--- config.mk ---
export PLATFORM = sky130hd
export DESIGN_NAME = pe_out_row_writer
export DESIGN_NICKNAME = d
export VERILOG_FILES = /design/src/rtl/pe_out_row_writer.sv
export SDC_FILE = /design/constraint.sdc
export NUM_CORES = 2
export LEC_CHECK = 0
export ABC_AREA = 1
export CAP_MARGIN = 25
export CELL_PAD_IN_SITES_DETAIL_PLACEMENT = 0
export CELL_PAD_IN_SITES_GLOBAL_PLACEMENT = 1
export CORE_MARGIN = 10
export CORE_UTILIZATION = 40
export DETAILED_ROUTE_END_ITERATION = 10
export GPL_TIMING_DRIVEN = 0
export PLACE_DENSITY = 0.95
export SYNTH_ARGS = -nofsm -noshare
export SYNTH_HDL_FRONTEND = slang
export SYNTH_SLANG_ARGS = --single-unit
--- constraint.sdc ---
create_clock -name clk -period 2.8 [get_ports clk]
set_input_delay 0.42 -clock clk [delete_from_list [all_inputs] [get_ports clk]]
set_output_delay 0.42 -clock clk [all_outputs]
set_load 0.1 [all_outputs]
--- src/rtl/pe_out_row_writer.sv ---
// Drains PE-array output FIFO beats, reassembles HOUT-wide rows per channel,
// applies optional ReLU and writes each row into the next-layer output RAM.
//
// state   | meaning
// ACCEPT  | ready for a beat; pulses rden when upstream valid
// CAPTURE | read data present; shift segment into line buffer
// FLUSH   | write one channel row per accepted RAM write
module pe_out_row_writer #(
    parameter int DATA_WIDTH = 8,
    parameter int HOUT       = 56,
    parameter int Iw         = 7,
    parameter int Wh         = 2,
    parameter int N          = 256,
    parameter int OUT_ROWS   = 56,
    parameter int ADDR_WIDTH = 16,
    parameter bit RELU_EN    = 1'b1
) (
    input  logic                                  clk,
    input  logic                                  rst,
    input  logic                                  pe2row_data_valid,
    input  logic [Wh-1:0][Iw-1:0][DATA_WIDTH-1:0] fifo_array1_dataout,
    output logic [Wh-1:0]                         fifo_array1_rden,
    output logic                                  pe2row_ready,
    output logic                                  out_wr_en,
    input  logic                                  out_wr_ready,
    output logic [ADDR_WIDTH-1:0]                 out_addr,
    output logic [HOUT-1:0][DATA_WIDTH-1:0]       out_data,
    output logic                                  layer_done
);

    localparam int SEGS  = HOUT / Iw;
    localparam int GRPS  = N / Wh;
    localparam int SEG_W = (SEGS > 1) ? $clog2(SEGS) : 1;
    localparam int GRP_W = (GRPS > 1) ? $clog2(GRPS) : 1;
    localparam int ROW_W = (OUT_ROWS > 1) ? $clog2(OUT_ROWS) : 1;
    localparam int WCH_W = (Wh > 1) ? $clog2(Wh) : 1;

    typedef enum logic [1:0] {
        ACCEPT  = 2'd0,
        CAPTURE = 2'd1,
        FLUSH   = 2'd2
    } state_t;

    state_t state, state_nx;

    logic [SEG_W-1:0] seg;
    logic [GRP_W-1:0] grp;
    logic [ROW_W-1:0] row;
    logic [WCH_W-1:0] wch;
    logic [Wh-1:0][HOUT-1:0][DATA_WIDTH-1:0] line;
    logic [HOUT-1:0][DATA_WIDTH-1:0] sel_row;
    logic [HOUT-1:0][DATA_WIDTH-1:0] relu_row;
    logic rd_req;

    logic last_seg, last_grp, last_row, last_wch, wr_fire;

    assign last_seg = (seg == SEG_W'(SEGS - 1));
    assign last_grp = (grp == GRP_W'(GRPS - 1));
    assign last_row = (row == ROW_W'(OUT_ROWS - 1));
    assign last_wch = (wch == WCH_W'(Wh - 1));
    assign wr_fire  = out_wr_en && out_wr_ready;

    always_ff @(posedge clk) begin
        if (rst) state <= ACCEPT;
        else     state <= state_nx;
    end

    // All outputs are forced low while reset is asserted.
    always_comb begin
        state_nx     = state;
        pe2row_ready = 1'b0;
        rd_req       = 1'b0;
        out_wr_en    = 1'b0;
        layer_done   = 1'b0;
        case (state)
            ACCEPT: begin
                pe2row_ready = 1'b1;
                if (pe2row_data_valid) begin
                    rd_req   = 1'b1;
                    state_nx = CAPTURE;
                end
            end
            CAPTURE: state_nx = last_seg ? FLUSH : ACCEPT;
            FLUSH: begin
                out_wr_en = 1'b1;
                if (out_wr_ready && last_wch) begin
                    state_nx   = ACCEPT;
                    layer_done = last_grp && last_row;
                end
            end
            default: state_nx = ACCEPT;
        endcase
        if (rst) begin
            pe2row_ready = 1'b0;
            rd_req       = 1'b0;
            out_wr_en    = 1'b0;
            layer_done   = 1'b0;
        end
    end

    assign fifo_array1_rden = {Wh{rd_req}};

    // New segments enter at the top so segment 0 ends up at element 0.
    always_ff @(posedge clk) begin
        if (rst) begin
            seg  <= '0;
            grp  <= '0;
            row  <= '0;
            wch  <= '0;
            line <= '0;
        end else begin
            case (state)
                CAPTURE: begin
                    for (int w = 0; w < Wh; w++)
                        line[w] <= {fifo_array1_dataout[w], line[w][HOUT-1:Iw]};
                    if (last_seg) begin
                        seg <= '0;
                        wch <= '0;
                    end else begin
                        seg <= seg + SEG_W'(1);
                    end
                end
                FLUSH: begin
                    if (wr_fire) begin
                        if (!last_wch) begin
                            wch <= wch + WCH_W'(1);
                        end else begin
                            wch <= '0;
                            if (last_grp) begin
                                grp <= '0;
                                row <= last_row ? '0 : row + ROW_W'(1);
                            end else begin
                                grp <= grp + GRP_W'(1);
                            end
                        end
                    end
                end
                default: ;
            endcase
        end
    end

    assign sel_row = line[wch];

    for (genvar e = 0; e < HOUT; e++) begin : g_relu
        assign relu_row[e] = (RELU_EN && sel_row[e][DATA_WIDTH-1]) ? '0 : sel_row[e];
    end

    assign out_data = out_wr_en ? relu_row : '0;
    assign out_addr = out_wr_en ? (ADDR_WIDTH'(row) * ADDR_WIDTH'(N)
                                 + ADDR_WIDTH'(grp) * ADDR_WIDTH'(Wh)
                                 + ADDR_WIDTH'(wch)) : '0;

endmodule

## Word-level counts from Yosys, hierarchy flattened

Index checks and enable logic that the tools add are counted.

- Logic and storage cells: 223
- Register bits after elaboration: 915
- Output and inout port bits: 469
- Bits of input ports: 116

- Magnitude comparators: 1
- Reduce and logical (&&, ||, !) cells: 9
- Add/sub/neg operators: 6
- Multiplexer cells: 81
- Equality and inequality tests: 9

Operators by type and width:

| cell | count |
|---|---|
| 448-bit 2-to-1 mux | 2 |
| 447-bit 2-to-1 mux | 1 |
| 7-bit 2-to-1 mux | 57 |
| 15-bit by 1-bit adder with 16-bit output | 1 |
| 16-bit 2-to-1 mux | 1 |
| 14-bit by 8-bit adder with 15-bit output | 1 |
| 1-bit 2-to-1 mux | 13 |
| 2-bit != test, second input constant | 4 |
| 7-bit by 1-bit adder with 7-bit output, second input constant | 1 |
| 7-bit == test, second input constant | 1 |
| 6-bit by 1-bit adder with 6-bit output, second input constant | 1 |
| 6-bit == test, second input constant | 1 |
| 2-bit 2-to-1 mux | 3 |
| 6-bit 2-to-1 mux | 1 |
| 2-bit case mux with 3 select lines | 1 |
| 3-bit AND reduction | 2 |
| 4-bit AND reduction | 1 |
| 3-bit by 1-bit adder with 3-bit output, second input constant | 1 |
| 3-bit == test, second input constant | 1 |
| 1-bit logical AND | 3 |
| 3-bit 2-to-1 mux | 1 |
| 2-bit by 1-bit == test with 1-bit output, second input constant | 1 |
| 2-bit == test, second input constant | 1 |
| 2-bit zero test | 1 |
| other kinds (5) | 5 |

## Depth between registers and ports, before layout

- Depth after elaboration: 6
- Mapped depth: 9
- Gate-level depth less buffers: 8

## Worst setup path after synthesis

OpenSTA, ideal clock, no wires.

- Path kind: in2out
- Start: input port rst
- End: output port out_data[384] (netlist name)
- Path slack: -0.666 ns
- Data arrival time: 3.046 ns
- Data required time: 2.380 ns
- Stages on the path: 5
- Path buffers: 2
- Cells stage by stage: buf_2 nor2_2 buf_2 o21ai_1 a21oi_1

RTL lines:

| item | RTL line | source |
|---|---|---|
| from (decl) | 19 | `input logic rst,` |
| to (decl) | 27 | `output logic [HOUT-1:0][DATA_WIDTH-1:0] out_data,` |

==> flow_metrics.py <==
metrics = {
    "route": {
        "drt-pass1-iter-count": 6,
        "ant_nets": 0,
        "via_per_inst": 5.49,
        "vias": 41800,
        "wl_mm": 178,
        "wl_per_cell_microns": 23.4,
        "initialDrtViolationCount": 5062,
        "drc": 0,
    },
    "synthesis": {
        "synth_cell_types": 27,
        "synth_area_per_cell_sq_um": 6.84,
        "synth-seq-cells": 915,
        "synth_warnings": 0,
        "ys_seq_area_frac": 0.482,
        "syn_inst": 5555,
        "syn-cell-area_sq_um": 38000,
    },
    "setup_path": {
        "crit_type": "register to primary output",
        "cp_max_fo": 10,
        "worst_path_most_repeated_cell": "buf_4",
        "cp_top_family": "buffers and inverters",
        "crit_required_ns": 2.38,
        "slowest_delay_ns": 0.35,
        "crit_path_end_kind": "primary output",
        "slowest_stage": "dfxtp_1",
        "path_buf_inv": 6,
        "crit_path_start_kind": "register",
        "crit_path_cell_trace": "buf_12 > inv_8 > buf_4 > nor2_4 > o21ai_4 > buf_4 > buf_4 > a21oi_4 > buf_12",
        "cp.arrival_ns": 2.48,
    },
    "grt": {
        "grtUsageTotal": 0.309,
        "antenna_found_initial": 1,
        "grt_max_degree": 13,
        "grt_pass1_vias": 38800,
        "overflow": 0,
        "grt_pass1_wl_mm": 254,
    },
    "placed_design": {
        "postPlaceCellArea_sq_um": 46400,
        "dpl_worst_slack_ns": -1.28,
        "dp.cells": 7428,
        "gp_routability_congestion": 1.02,
        "post-dp-hpwl_mm": 137,
        "io_buffers": 525,
    },
    "cts": {
        "cts_hold_buf": 0,
        "insertion_delay_ns": 0.67,
        "cts_buffers": 98,
        "htree_levels": 3,
        "cts_tree": "yes",
        "clock_path_buffers": 3,
        "clk_pin_slew_ns": 0.06,
        "clock_sinks": 915,
        "cts-root-buf": "clkbuf_16",
    },
    "power": {
        "p_per_area_nw_per_um2": 557,
        "total_power_w": 0.0307,
        "ir_worst_vdd_mv": 0.554,
        "power_frac_seq": 0.484,
        "switchingPower_w": 0.00852,
        "leakage_nw": 22.1,
        "swShare": 0.277,
        "combPwrFrac": 0.099,
        "p_int_w": 0.0222,
        "pwr-share-clk": 0.417,
    },
    "finish": {
        "fin_nets": 6411,
        "multiInputGateArea_sq_um": 21000,
        "layout-drive-gt1-share": 0.207,
        "stdcell_count": 7624,
        "layout_common_cells": "1,923 x nor2_1, 913 x dfxtp_1, 906 x o21ai_0",
        "fillers": 8550,
        "fin_area_sq_um": 55100,
        "layout_commonest_cell": "nor2_1",
        "seq_area_sq_um": 18300,
        "area_growth_pct": 44.9,
    },
    "floorplan": {
        "core_sq_um": 94600,
        "rows": 113,
        "die_w_microns": 328,
        "ios": 585,
        "start_util": 0.402,
        "die_h_microns": 328,
        "die-area_sq_um": 108000,
    },
    "timing": {
        "fmax_mhz": 345,
        "setup-violations-final": 37,
        "rsz0062_at_grt": "true",
        "fin_crit_sh": 1.03,
        "drv_slew": 0,
        "finalHoldViolCount": 0,
        "skew_ns": 0.0302,
        "period_minus_slack_ns": 2.90,
        "relSlewSlack": 0.300,
        "worst_slew_pin_slew_ns": 1.05,
        "final.setup.worst_slack_ns": -0.0970,
    },
    "run": {
        "maxCapViolCount": 0,
    },
    "status": {
        "status": "complete, but fails checks",
        "violations": "setup timing",
    },
    "worst_hold_path": {
        "min_path_type": "input pin to register",
    },
}
Yosys cell counts (all sizes together):
library cell     n  area [sq um]
o21ai          962          4850
nor2          1944          7300
nor3b            3          22.5
conb             1          3.75
o211a            1          10.0
ha               4          50.1
nand3           10          55.1
nand3b           1          7.51
xor2             2          17.5
buf            201          1190
a21oi          396          1980
inv             28           108
a21boi           1          7.51
or2              1          6.26
clkbuf         266          1000
dfxtp          915         18300
nand4            4          25.0
nand2          815          3060
final cells by class:
type | instances | share of cell area
flip-flops and latches | 915 | 0.333
clock buffers | 145 | 0.0532
inverters | 28 | 0.00209
diodes | 1 | 0.0000454
multi-input cells | 4202 | 0.382
repair buffers | 579 | 0.149
well taps | 1265 | 0.0287
plain buffers | 467 | 0.0496
clock inverters | 22 | 0.00309
worst paths after layout:
path / from / end / slack [ns] / cells after the start
min reg2reg: grp[6]$_SDFFE_PP0P_ / grp[6]$_SDFFE_PP0P_ / 0.48 / 2
min: rst / row[2]$_SDFFE_PP0P_ / 0.08 / 2
max: last_wch$_SDFFE_PP0P_ / out_data[204] / -0.1 / 9
max reg2reg: state[1]$_SDFFE_PP0P_ / line[440]$_SDFFE_PP0P_ / 0.24 / 8
routing by layer:
layer / share of wire / vias to the layer above / track usage
li1: - / 19200 / -
met4: 0.062 / 0 / 0.167
met1: 0.39 / 19800 / 0.390
met3: 0.099 / 430 / 0.0628
met5: 0 / - / 0
met2: 0.45 / 2358 / 0.494
sequential cells by signal (all words and copies together) (netlist names):
signal    cells
line        896
grp           7
row           6
seg           3
state         2
last_wch      1
logic make-up (layout without fill, tap and decap cells):
group | Yosys count | in the layout | share of synthesized area
other | 1 | 59 | 0.0000986
adders and majority gates | 4 | 4 | 0.00132
buffers and inverters | 495 | 1241 | 0.0605
AOI/OAI and AO/OA | 1360 | 1360 | 0.180
and+or+nand+nor | 2778 | 2778 | 0.276
DFF | 915 | 915 | 0.482
xor gates and xnor gates | 2 | 2 | 0.000461
timing repair:
item | CTS | global route
endpoints found under the setup margin | 411 | 370
setup buffers | 16 | 25
resized for setup | 3229 | 534
cloned | 2 | 2
pin swaps | 18 | 30
power by group through the flow:
stage,Combinational (W),Clock (W),Sequential (W)
6_report,0.00305,0.0128,0.0149
2_1_floorplan,0.00204,0,0.0146
3_3_place_gp,0.00278,0,0.0150
5_1_grt,0.00336,0.0133,0.0149
4_1_cts,0.00293,0.0128,0.0148
3_5_place_dp,0.00281,0,0.0150
metrics by stage:
step	TNS, ns	hold WS, ns	utilization
finish	-1.49	0.0848	0.583
global route	-4.40	0.0849	0.583
CTS	-7.47	0.0667	0.554
detailed placement	-315.13	0.475	0.491
global placement	-330.32	0.472	0.485
floorplan	-85.95	0.451	-
No activity file was read; power rests on OpenSTA's default activity.
